$ cat config.mk
export PLATFORM = sky130hd
export DESIGN_NAME = mmio_uart_ctrl
export DESIGN_NICKNAME = d
export VERILOG_FILES = /design/src/rtl/mmio_pkg.sv /design/src/rtl/mmio_sync_fifo.sv /design/src/rtl/mmio_uart_ctrl.sv
export SDC_FILE = /design/constraint.sdc
export NUM_CORES = 1
export LEC_CHECK = 0
export ABC_AREA = 1
export CAP_MARGIN = 20
export CELL_PAD_IN_SITES_DETAIL_PLACEMENT = 1
export CELL_PAD_IN_SITES_GLOBAL_PLACEMENT = 1
export CORE_ASPECT_RATIO = 0.9
export CORE_UTILIZATION = 47
export DETAILED_ROUTE_END_ITERATION = 12
export GPL_ROUTABILITY_DRIVEN = 0
export PLACE_DENSITY = 0.95
export SLEW_MARGIN = 10
export SYNTH_ARGS = -nofsm -noshare
export SYNTH_HDL_FRONTEND = slang
export SYNTH_SLANG_ARGS = --single-unit
export TNS_END_PERCENT = 10
$ cat constraint.sdc
create_clock -name clk -period 6.6 [get_ports clk]
set_clock_uncertainty 0.05 [all_clocks]
set_input_delay 1.32 -clock clk [delete_from_list [all_inputs] [get_ports clk]]
set_output_delay 1.32 -clock clk [all_outputs]
set_load 0.01 [all_outputs]
$ cat src/rtl/mmio_pkg.sv
// rtl/mmio_pkg.sv - register offsets, CTRL bit positions and helpers for the MMIO UART page
package mmio_pkg;

    localparam logic [7:0] OFF_CTRL    = 8'h00;
    localparam logic [7:0] OFF_RXDATA  = 8'h04;
    localparam logic [7:0] OFF_TXDATA  = 8'h08;
    localparam logic [7:0] OFF_CYC_LO  = 8'h10;
    localparam logic [7:0] OFF_INS_LO  = 8'h14;
    localparam logic [7:0] OFF_RST_CNT = 8'h18;
    localparam logic [7:0] OFF_CLR_OVF = 8'h1C;
    localparam logic [7:0] OFF_CYC_HI  = 8'h20;
    localparam logic [7:0] OFF_INS_HI  = 8'h24;

    localparam int CTRL_TX_NFULL   = 0;
    localparam int CTRL_RX_NEMPTY  = 1;
    localparam int CTRL_RX_OVF     = 2;
    localparam int CTRL_TX_CNT_LSB = 8;
    localparam int CTRL_RX_CNT_LSB = 16;

    // FIFO occupancy as an 8-bit CTRL field, clamped at 255.
    function automatic logic [7:0] sat8(input logic [31:0] v);
        return (v > 32'd255) ? 8'hFF : v[7:0];
    endfunction

endpackage

$ cat src/rtl/mmio_sync_fifo.sv
// rtl/mmio_sync_fifo.sv - synchronous FIFO with extra-MSB pointers
//   clk, rst   : clock, synchronous active-high reset (empties the FIFO)
//   push, din  : write request and data; dropped when full unless a pop happens too
//   pop, dout  : read request; dout is the head entry, 0 when empty
//   full, empty, count : occupancy status, count reaches DEPTH exactly
module mmio_sync_fifo #(
    parameter int WIDTH = 8,
    parameter int DEPTH = 8
) (
    input  logic                     clk,
    input  logic                     rst,
    input  logic                     push,
    input  logic [WIDTH-1:0]         din,
    input  logic                     pop,
    output logic [WIDTH-1:0]         dout,
    output logic                     full,
    output logic                     empty,
    output logic [$clog2(DEPTH):0]   count
);

    localparam int AW = $clog2(DEPTH);

    logic [WIDTH-1:0] mem [DEPTH];
    logic [AW:0]      wr_ptr;
    logic [AW:0]      rd_ptr;
    logic             do_push;
    logic             do_pop;

    // Pointers carry one wrap bit: equal low bits with differing MSB means full.
    assign empty   = (wr_ptr == rd_ptr);
    assign full    = (wr_ptr[AW] != rd_ptr[AW]) && (wr_ptr[AW-1:0] == rd_ptr[AW-1:0]);
    assign count   = wr_ptr - rd_ptr;
    assign do_pop  = pop & ~empty;
    // When full, a same-cycle pop frees the slot the push lands in.
    assign do_push = push & (~full | do_pop);
    assign dout    = empty ? '0 : mem[rd_ptr[AW-1:0]];

    always_ff @(posedge clk) begin
        if (rst) begin
            wr_ptr <= '0;
            rd_ptr <= '0;
        end else begin
            if (do_push) wr_ptr <= wr_ptr + 1'b1;
            if (do_pop)  rd_ptr <= rd_ptr + 1'b1;
        end
    end

    always_ff @(posedge clk) begin
        if (!rst && do_push) mem[wr_ptr[AW-1:0]] <= din;
    end

endmodule

$ cat src/rtl/mmio_uart_ctrl.sv
// rtl/mmio_uart_ctrl.sv - MMIO page with buffered UART, counters and 64-bit snapshot
//   clk, rst                  : clock, synchronous active-high reset
//   en, we, addr, din, dout   : CPU data port; addr[7:0] decoded, dout combinational
//   instruction_complete      : one pulse per retired instruction
//   tx_data/tx_valid/tx_ready : byte stream to the serialiser
//   rx_data/rx_valid/rx_ready : byte stream from the deserialiser
module mmio_uart_ctrl
    import mmio_pkg::*;
#(
    parameter int FIFO_DEPTH = 8,
    parameter int CNT_WIDTH  = 32,
    parameter int ADDR_WIDTH = 14
) (
    input  logic                  clk,
    input  logic                  rst,
    input  logic                  en,
    input  logic [3:0]            we,
    input  logic                  instruction_complete,
    input  logic [ADDR_WIDTH-1:0] addr,
    input  logic [31:0]           din,
    output logic [31:0]           dout,
    output logic [7:0]            tx_data,
    output logic                  tx_valid,
    input  logic                  tx_ready,
    input  logic [7:0]            rx_data,
    input  logic                  rx_valid,
    output logic                  rx_ready
);

    localparam int PW = $clog2(FIFO_DEPTH) + 1;
    // Counters are held as 64 bits; in 32-bit mode the upper half is kept at 0.
    localparam logic [63:0] CNT_MASK = (CNT_WIDTH == 64) ? {64{1'b1}} : 64'h0000_0000_FFFF_FFFF;

    logic [7:0]    off;
    logic          rd_cycle;
    logic          any_we;
    logic          tx_push, tx_pop, rx_pop;
    logic          tx_full, tx_empty, rx_full, rx_empty;
    logic [PW-1:0] tx_count, rx_count;
    logic [7:0]    rx_head;
    logic          rx_overflow;
    logic [63:0]   cycle_cnt, instr_cnt;
    logic [31:0]   cyc_snap, ins_snap;
    logic [31:0]   ctrl;
    logic          unused_bits;

    assign off         = addr[7:0];
    assign unused_bits = ^{addr[ADDR_WIDTH-1:8], din[31:8]};
    assign rd_cycle    = en & (we == 4'b0000);
    assign any_we      = en & (we != 4'b0000);
    assign tx_push     = en & we[0] & (off == OFF_TXDATA);
    assign rx_pop      = rd_cycle & (off == OFF_RXDATA);
    assign tx_pop      = tx_ready & ~tx_empty;

    mmio_sync_fifo #(.WIDTH(8), .DEPTH(FIFO_DEPTH)) u_tx_fifo (
        .clk   (clk),
        .rst   (rst),
        .push  (tx_push),
        .din   (din[7:0]),
        .pop   (tx_pop),
        .dout  (tx_data),
        .full  (tx_full),
        .empty (tx_empty),
        .count (tx_count)
    );

    // rx_valid goes straight to push: the FIFO itself accepts a byte into a full
    // buffer when the CPU pops in the same cycle.
    mmio_sync_fifo #(.WIDTH(8), .DEPTH(FIFO_DEPTH)) u_rx_fifo (
        .clk   (clk),
        .rst   (rst),
        .push  (rx_valid),
        .din   (rx_data),
        .pop   (rx_pop),
        .dout  (rx_head),
        .full  (rx_full),
        .empty (rx_empty),
        .count (rx_count)
    );

    assign tx_valid = ~rst & ~tx_empty;
    assign rx_ready = rst | ~rx_full;

    // A byte dropped in the same cycle as CLR_OVF keeps the flag set.
    always_ff @(posedge clk) begin
        if (rst) begin
            rx_overflow <= 1'b0;
        end else if (rx_valid & rx_full & ~rx_pop) begin
            rx_overflow <= 1'b1;
        end else if (any_we & (off == OFF_CLR_OVF)) begin
            rx_overflow <= 1'b0;
        end
    end

    always_ff @(posedge clk) begin
        if (rst || (any_we && off == OFF_RST_CNT)) begin
            cycle_cnt <= '0;
            instr_cnt <= '0;
        end else begin
            cycle_cnt <= (cycle_cnt + 64'd1) & CNT_MASK;
            if (instruction_complete) instr_cnt <= (instr_cnt + 64'd1) & CNT_MASK;
        end
    end

    // The LO read sees the pre-increment count, so latching the upper half at the
    // same edge gives a coherent 64-bit pair.
    always_ff @(posedge clk) begin
        if (rst) begin
            cyc_snap <= '0;
            ins_snap <= '0;
        end else begin
            if (rd_cycle && off == OFF_CYC_LO) cyc_snap <= cycle_cnt[63:32];
            if (rd_cycle && off == OFF_INS_LO) ins_snap <= instr_cnt[63:32];
        end
    end

    always_comb begin
        ctrl = '0;
        ctrl[CTRL_TX_NFULL]              = ~tx_full;
        ctrl[CTRL_RX_NEMPTY]             = ~rx_empty;
        ctrl[CTRL_RX_OVF]                = rx_overflow;
        ctrl[CTRL_TX_CNT_LSB +: 8]       = sat8(32'(tx_count));
        ctrl[CTRL_RX_CNT_LSB +: 8]       = sat8(32'(rx_count));
    end

    always_comb begin
        dout = '0;
        if (en) begin
            case (off)
                OFF_CTRL:   dout = ctrl;
                OFF_RXDATA: dout = {24'h0, rx_head};
                OFF_CYC_LO: dout = cycle_cnt[31:0];
                OFF_INS_LO: dout = instr_cnt[31:0];
                OFF_CYC_HI: dout = (CNT_WIDTH == 64) ? cyc_snap : 32'h0;
                OFF_INS_HI: dout = (CNT_WIDTH == 64) ? ins_snap : 32'h0;
                default:    dout = '0;
            endcase
        end
    end

endmodule
==> flow_summary.yaml <==
cells_and_area:
  drive_gt1_share_pct: 7.574
  multi_input_area_um2: 4476
  fill_cells: 2641
  mostFrequentLayoutCells: "268 x nor2_1, 256 x nand2_1, 128 x edfxtp_1"
  final_common_cell: "nor2_1"
  ff_latch_area_um2: 5585
  n_antenna_cell: 0
  syn_to_final_growth_pct: 15.69
  layout.nets: 1423
clock_tree:
  cts.sinks: 215
  cts_buffers: 23
  htreeDepth: 1
  hold_buffers: 0
  clk_pin_slew_worst_paths_ns: 0.06
  cts_root_buffer: "clkbuf_16"
  cts.path.max_buffers: 3
  cts_resized: 0
  cts_setup_buffers: 0
  cts_tree: "done"
  clock_latency_ns: 0.51
placed_design:
  numPortBuffers: 75
  dp_slack_ns: 1.295
  place_hpwl_mm: 23.41
timing:
  holdWs_ns: 0.4227
  maxSlewHeadroom_pct: 28.68
  fin_ws_ns: 1.244
  fin_crit_sh_pct: 81.15
  rsz0062_at_grt: "no"
  worst_slew_pin_slew_ns: 1.066
  hold_violations: 0
  fin_crit_ns: 5.356
  fmax_mhz: 186.7
  maxSlewViolCount: 0
  fin_setup_tns_ns: 0
  setup_violations: 0
floorplan:
  start_util_pct: 48.69
  die_w_um: 161.0
  die_h_um: 145.1
  design.die.area_um2: 23350
  fp-row-count: 51
  boundaryPins: 106
  design.core.area_um2: 21950
grt:
  grt_pass1_vias: 9853
  use_met1_pct: 34.81
  track_usage_pct: 28.38
  overflow: 0
  globalRouteMet2Util_pct: 50.32
  met3_usage_pct: 3.516
  grt_max_degree: 43
  grt_pass1_wl_mm: 51.71
  antenna_found_initial: 0
  grt-busiest-layer: "met2"
detailed_routing:
  drc: 0
  dr.pass1.iters: 5
  avgRoutedWirePerCell_um: 19.93
  totalWireLength_mm: 32.91
  vias: 9335
  viasPerCell: 5.654
  drt_iter0_drc: 648
  detail-route-antenna-nets: 0
critical_path:
  critPathKind: "input port to primary output"
  cp-end-kind: "primary output"
  cp_max_fo: 27
  cp.required_ns: 5.23
  critical_path_arrival_ns: 3.99
  rrSetupSlack_ns: 3.78
  startpoint_type: "input port"
yosys:
  syn_nets: 1355
  synth-simple-area-share_pct: 27.83
  yosys_warnings: 0
  netlist_instances: 1277
  synth_xor_area_share_pct: 2.517
  synth_seq_cells: 215
  netlist_area_um2: 10690
  synthAdderAreaFrac_pct: 1.779
  synth_compound_area_share_pct: 8.897
  ys_seq_area_share_pct: 52.26
  avgSynthCellArea_um2: 8.369
  synth_top_family_by_area: "simple AND/OR/NAND/NOR gates"
  synth.area.mux_share_pct: 0.7492
  synth.distinct_cells: 42
power:
  ir_worst_vdd_uv: 223.7
  power.leakage_nw: 4.167
  power_density_nw_per_um2: 232.6
  p_total_mw: 2.876
hold_path:
  min_path_type: "flip-flop to flip-flop"
run_status:
  outcome: "complete, no violations"
job:
  drv_cap: 0
[final cells by class]
class                   instances  share of cell area, %
clock inverters                10                 0.7691
flip-flops and latches        215                  45.17
well taps                     291                  2.945
repair buffers                 82                  6.497
inverters                     117                  3.552
clock buffers                  30                  4.867
multi-input cells             906                  36.20
[kinds of logic (layout without fill, tap and decap cells)]
kind of cell               Yosys count  in the layout
and+or+nand+nor                    674            674
DFF                                215            215
AOI/OAI and AO/OA                  181            181
buffers and inverters              156            239
xor gates and xnor gates            29             29
adders and majority gates           14             14
muxes                                8              8
[sequential cells by signal, indices dropped and copies added, names as in the netlist, 4 cells and up, named ones only]
| name | flops |
|---|---|
| u_rx_fifo.mem | 64 |
| u_tx_fifo.mem | 64 |
| cycle_cnt | 32 |
| instr_cnt | 32 |
| u_rx_fifo.rd_ptr | 4 |
| u_rx_fifo.wr_ptr | 4 |
| u_tx_fifo.rd_ptr | 4 |
| u_tx_fifo.wr_ptr | 4 |
[final timing paths]
kind                                                       start                            end  cells after the start
worst max register to register  u_tx_fifo.wr_ptr[0]$_SDFFE_PP0P_  u_tx_fifo.mem[0][0]$_DFFE_PP_                      9
worst min register to register          rx_overflow$_SDFFE_PP0P_       rx_overflow$_SDFFE_PP0P_                      2
worst max-delay path                                     addr[2]                       dout[30]                     10
worst min-delay path                    rx_overflow$_SDFFE_PP0P_       rx_overflow$_SDFFE_PP0P_                      2
[where the power goes]
group          internal, mW  leakage, nW  switching [mW]
clock network         0.716        0.338           0.522
logic                0.0686         1.97           0.121
registers              1.43         1.86          0.0167
[cells in the mapped netlist (all sizes together)]
cell    count  share of area [%]
nor2      289                 11
nand2     271                 10
edfxtp    128                 36
inv       117                4.1
o21ai      95                4.5
dfxtp      87                 16
nand3      74                3.8
a21oi      67                3.2
buf        26                1.4
xor2       16                1.4
nand4      14               0.82
clkbuf     13               0.46
nor3       13               0.89
xnor2      13                1.1
ha         12                1.4
o22ai      12               0.70
mux2i       8               0.75
nand3b      5               0.35
o211ai      4               0.28
or2         3               0.18
a31oi       2               0.12
and2        2               0.12
fa          2               0.37
nor4        2               0.12
a21o        1              0.070
and3        1              0.059
[metal layers]
layer | share of wire [%] | wire length, um
met2 | 51 | 16680
met1 | 40 | 13240
met3 | 5.3 | 1753
met5 | 0 | 0
met4 | 3.7 | 1228
[metrics by stage]
stage          cells  area [um^2]  util (%)
5_1_grt         1651        12360     56.33
3_5_place_dp    1610        11660     53.12
6_report        1651        12360     56.33
3_3_place_gp    1610        11660     53.12
4_1_cts         1650        12360     56.29
2_1_floorplan   1277        10690         -
[worst max-delay path, cell delays in order]
cell and delay [ns]:
clkdlybuf4s50_1 0.54, inv_2 0.08, nor2_1 0.13, nand2_2 0.10, nor2_4 0.49, inv_1 0.29
nand3_1 0.15, o21ai_2 0.13, nor2_1 0.19, clkdlybuf4s50_1 0.56
No activity file was read; power rests on OpenSTA's default activity.
==> variant 1, RTL diff (config.mk and constraints unchanged) <==
Change the parameter `FIFO_DEPTH` from 8 to 4.
--- a/src/rtl/mmio_uart_ctrl.sv
+++ b/src/rtl/mmio_uart_ctrl.sv
@@ -8,5 +8,5 @@
     import mmio_pkg::*;
 #(
-    parameter int FIFO_DEPTH = 8,
+    parameter int FIFO_DEPTH = 4,
     parameter int CNT_WIDTH  = 32,
     parameter int ADDR_WIDTH = 14
Check against the original RTL: not equivalent (Yosys sat finds a counterexample within 10 cycles, from zero or initial values and one cycle with rst high).
==> variant 1 against the unedited design <==
  * Total power is 26% lower
  * Sequential cell count is 70 lower
  * Utilization is 1.5 points higher
  * Synthesized area is 27% lower
  * Clock power is 18% lower
  * Highest routed layer unchanged
  * Count of clock-buffer cells in the layout is 13 lower
  * Worst setup slack better by 0.071 ns
  * Via count is 20% lower
  * Cell count is 20% lower
  * Routed wire length is 24% lower
  * Cell area is 25% lower
  * Worst hold slack better by 0.030 ns
==> variant 1: results (changes against the unedited design) <==
- Status: finished clean
- DRT Pass-1 Iters: 7 (+2)
- Sequential fraction of the synthesis area: 0.4560 (-0.06656)
- R2r endpoint: u_tx_fifo.mem[2][7]
- Multi-input logic area: 0.003744 mm2 (-16%)
- Crit path to: dout[0]
- Signal inverters: 98 (-16%)
- Post-Syn Nets: 1116 (-18%)
- Crit-path max cell delay: 0.61 ns (+0.05 ns)
- Register area: 0.003543 mm2 (-37%)
- LEAKAGE: 3.262 nW (-22%)
- Initial DRC Count: 546 (-16%)
- Synth cell types: 39 (-7.1%)
- Synth top cells by count: 243 x nand2_1, 192 x nor2_1, 90 x inv_1
- Layout cells sized above 1: 0.08125 (+0.005515)
- Max VDD drop: 212.0 uV (-5.2%)
- Relative slew margins: 0.4369 (+0.1501)
- Final WL: 24970 um (-24%)
- Initial antenna violation count: 0 (unchanged)
- Final #Nets: 1190 (-16%)
- Vias in the first global route: 7768 (-21%)
- Multi-In Gates: 764 (-16%)
- Ant diodes: 0 (unchanged)
- Setup bufs post-CTS: 0 (unchanged)
- H-tree depth: 4 (+3)
- Top_reg_cell synth: dfxtp_1
- Multiplexer share of the synthesized area: 0.001288 (-0.006204)
- Reg2Reg Setup Slack: 4.17 ns (+0.39 ns)
- Area contributors post-synth: edfxtp_1 25%, dfxtp_1 21%, nand2_1 12%
- Hold depth: 2 (unchanged)
- Critical path origin: addr[1]
- First-pass GRT wire length: 39560 um (-23%)
- Critical path's top delay family: simple AND/OR/NAND/NOR gates
- EDFF count, synth: 64 (-50%)
- # fillers: 2031 (-23%)
- Seq_cells: 145 (-33%)
- Signal buf overhead: 0.08619 (+0.02122)
- Post-Place Worst Slack: 1.383 ns (+0.08809 ns)
- ClkCell Share: 0.06471 (+0.008342)
- Hold/Removal Path Class: reg -> reg
- Total GRT Usage: 0.3107 (+0.02688)
- CTS Buf Count: 17 (-26%)
- Post-synthesis adder-cell area fraction: 0.03092 (+0.01312)
- Post-DP HPWL: 16950 um (-28%)
- Skew-Pair Late Insertion Delay: 0.45 ns (-0.06 ns)
- Clk buf depth: 2 (-1)
- XOR/XNOR share of the synthesized area: 0.01691 (-0.008262)
- Final min period: 5.285 ns (-0.07113 ns)
- Crit path DAT: 3.91 ns (-0.08 ns)
- Crit Path Max Fanout: 32 (+19%)
- Worst reg2reg path depth: 5 (-4)
- Slowest-stage cell, CP: clkdlybuf4s50_1
- Synth Area in Compound Gates: 0.08261 (-0.006363)
- Routed vias: 7446 (-20%)
- Largest net degree at the start of global routing: 43 (unchanged)
[variant 1: cell count changes after synthesis, sizes merged, moves of 7 or more]
| cell | delta |
|---|---|
| xnor2 | -10 |
| inv | -20 |
| edfxtp | -64 |
| nand3 | +11 |
| buf | -8 |
| nor2 | -74 |
| nand2 | -17 |
| mux2i | -7 |
| o21ai | -51 |
| o22ai | -7 |
[variant 1: per-layer routing]
| layer | wire (um) | global-route usage |
|---|---|---|
| met1 | 10310 | 0.3649 |
| met2 | 13000 | 0.5616 |
| met3 | 1032 | 0.04558 |
| met4 | 620 | 0.1360 |
| met5 | 0 | 0 |
[variant 1: power by group]
group / leakage (nW) / switching, mW / internal [mW] / total, mW
sequential: 1.23 / 0.0157 / 0.948 / 0.964
clock: 0.295 / 0.425 / 0.598 / 1.02
combinational: 1.73 / 0.0840 / 0.0584 / 0.142
total: 3.26 / 0.524 / 1.60 / 2.13
[variant 1: kinds of logic (layout without fill, tap and decap cells)]
| group | Yosys count | in the layout |
|---|---|---|
| simple gates | 605 | 605 |
| fa+ha+maj | 18 | 18 |
| mux | 1 | 1 |
| flops | 145 | 145 |
| xor+xnor | 15 | 15 |
| compound gates | 125 | 125 |
| buf+inv | 125 | 211 |
[variant 1: per-stage QoR]
step	utilization	hold slack, ns	total power, mW	instance area, um2	std cells
5_1_grt	0.5778	0.4898	2.183	9320	1327
2_1_floorplan	-	0.3974	1.054	7770	1034
6_report	0.5778	0.4525	2.129	9320	1327
4_1_cts	0.5775	0.4535	2.130	9315	1327
3_5_place_dp	0.5401	0.4426	1.124	8712	1296
3_3_place_gp	0.5401	0.4308	1.115	8712	1296
==> variant 2, RTL diff (same settings) <==
Without the edit above. Make the reset (`rst`) asynchronous in 3 clocked blocks. Comments in the files are not updated.
--- a/src/rtl/mmio_sync_fifo.sv
+++ b/src/rtl/mmio_sync_fifo.sv
@@ -36,5 +36,5 @@
     assign dout    = empty ? '0 : mem[rd_ptr[AW-1:0]];
 
-    always_ff @(posedge clk) begin
+    always_ff @(posedge clk or posedge rst) begin
         if (rst) begin
             wr_ptr <= '0;
--- a/src/rtl/mmio_uart_ctrl.sv
+++ b/src/rtl/mmio_uart_ctrl.sv
@@ -83,5 +83,5 @@
 
     // A byte dropped in the same cycle as CLR_OVF keeps the flag set.
-    always_ff @(posedge clk) begin
+    always_ff @(posedge clk or posedge rst) begin
         if (rst) begin
             rx_overflow <= 1'b0;
@@ -105,5 +105,5 @@
     // The LO read sees the pre-increment count, so latching the upper half at the
     // same edge gives a coherent 64-bit pair.
-    always_ff @(posedge clk) begin
+    always_ff @(posedge clk or posedge rst) begin
         if (rst) begin
             cyc_snap <= '0;
Check against the original RTL: differs if rst is asserted again (counterexample within 4 cycles, from zero or initial values and one cycle with rst high); with rst held inactive, the same outputs for 4 cycles.
==> variant 2 against the unedited design <==
  * Sequential cell count decreased by 6
  * Worst hold slack improved by 0.020 ns
  * Routed wire length decreased by 1.5%
  * Synthesized cell count decreased by 4.6%
  * Synthesized area decreased by 3.3%
  * Worst setup slack got worse by 0.33 ns
  * Cell area decreased by 1.6%
  * Fmax decreased by 5.9%
  * Non-clock buffer count decreased by 3
  * First-iteration DRC count increased by 14%
Power is not compared: it rests on default switching activity, and its combinational part moved more than twofold at a synthesized area within 25%.
==> variant 2: results (changes against the unedited design) <==
- Area contributors post-synth: edfxtp_1 37%, dfxtp_1 12%, nand2_1 8.9%
- Post-Syn Nets: 1296 (-4.4%)
- Post-synth ARST share: 0.08134 (+0.08134)
- Final #Nets: 1364 (-4.1%)
- Synth Area in Compound Gates: 0.09299 (+0.004017)
- XOR/XNOR share of the synthesized area: 0.02797 (+0.002800)
- Crit-path max cell delay: 1.00 ns (+0.44 ns)
- Synth cell types: 38 (-9.5%)
- Sequential fraction of the synthesis area: 0.5371 (+0.01452)
- Post-Place Worst Slack: 1.256 ns (-0.03899 ns)
- Register area: 0.005550 mm2 (-0.63%)
- Slowest-stage cell, CP: dfrtp_1
- Crit path DAT: 4.32 ns (+0.33 ns)
- Placed Cells incl. Taps: 1551 (-3.7%)
- Relative slew margins: 0.3058 (+0.01895)
- # fillers: 2565 (-2.9%)
- Routed len/inst: 20.35 um (+2.1%)
- Mapped Cells: 1218 (-4.6%)
- Post-DP HPWL: 22330 um (-4.6%)
- Layout cells sized above 1: 0.06452 (-0.01122)
- First-pass GRT wire length: 50740 um (-1.9%)
- Routed vias: 9072 (-2.8%)
- Largest net degree at the start of global routing: 47 (+9.3%)
- Hold depth: 1 (-1)
- Status: finished clean
-- variant 2: per-layer routing --
| metal | vias to the layer above | routed length [um] | part of all wire | global-route usage |
|---|---|---|---|---|
| met3 | 79 | 1896 | 0.058 | 0.03945 |
| li1 | 4196 | - | - | - |
| met5 | - | 0 | 0 | 0 |
| met4 | 0 | 1017 | 0.031 | 0.1043 |
| met2 | 325 | 15910 | 0.49 | 0.4986 |
| met1 | 4472 | 13590 | 0.42 | 0.3916 |
-- variant 2: critical path: cells and delay by family, from the launching register on --
family	cells	cell delay [ns]
flops	1	1.00
compound gates	1	0.30
buf+inv	4	1.31
simple gates	4	0.72
fa+ha+maj	1	0.46
-- variant 2: area by class of cell --
class,count,area share
clock buffer,26,0.04826
inverter,112,0.03478
timing repair buffer,79,0.06585
clock inverter,15,0.01924
sequential,209,0.4564
tap,291,0.02994
multi-input combinational,861,0.3455
-- variant 2: power by group through the flow --
stage | registers [mW] | clock network (mW) | logic, mW
2_1_floorplan | 1.51 | 0 | 0.445
3_3_place_gp | 1.57 | 0 | 0.631
3_5_place_dp | 1.58 | 0 | 0.670
4_1_cts | 1.55 | 1.42 | 0.681
5_1_grt | 1.54 | 1.47 | 0.796
6_report | 1.53 | 1.41 | 0.722
-- variant 2: path summary, 6_finish.rpt --
kind                                      from                   to  slack (ns)
setup / recovery           u_rx_fifo.rd_ptr[1]              dout[3]        0.91
min in group asynchronous                  rst  u_tx_fifo.wr_ptr[0]        1.29
setup reg to reg           u_rx_fifo.rd_ptr[1]  u_rx_fifo.mem[2][5]        2.60
max in group asynchronous                  rst  u_rx_fifo.wr_ptr[3]        4.95
hold reg to reg                   cycle_cnt[0]         cycle_cnt[0]        0.44
hold / removal                    cycle_cnt[0]         cycle_cnt[0]        0.44
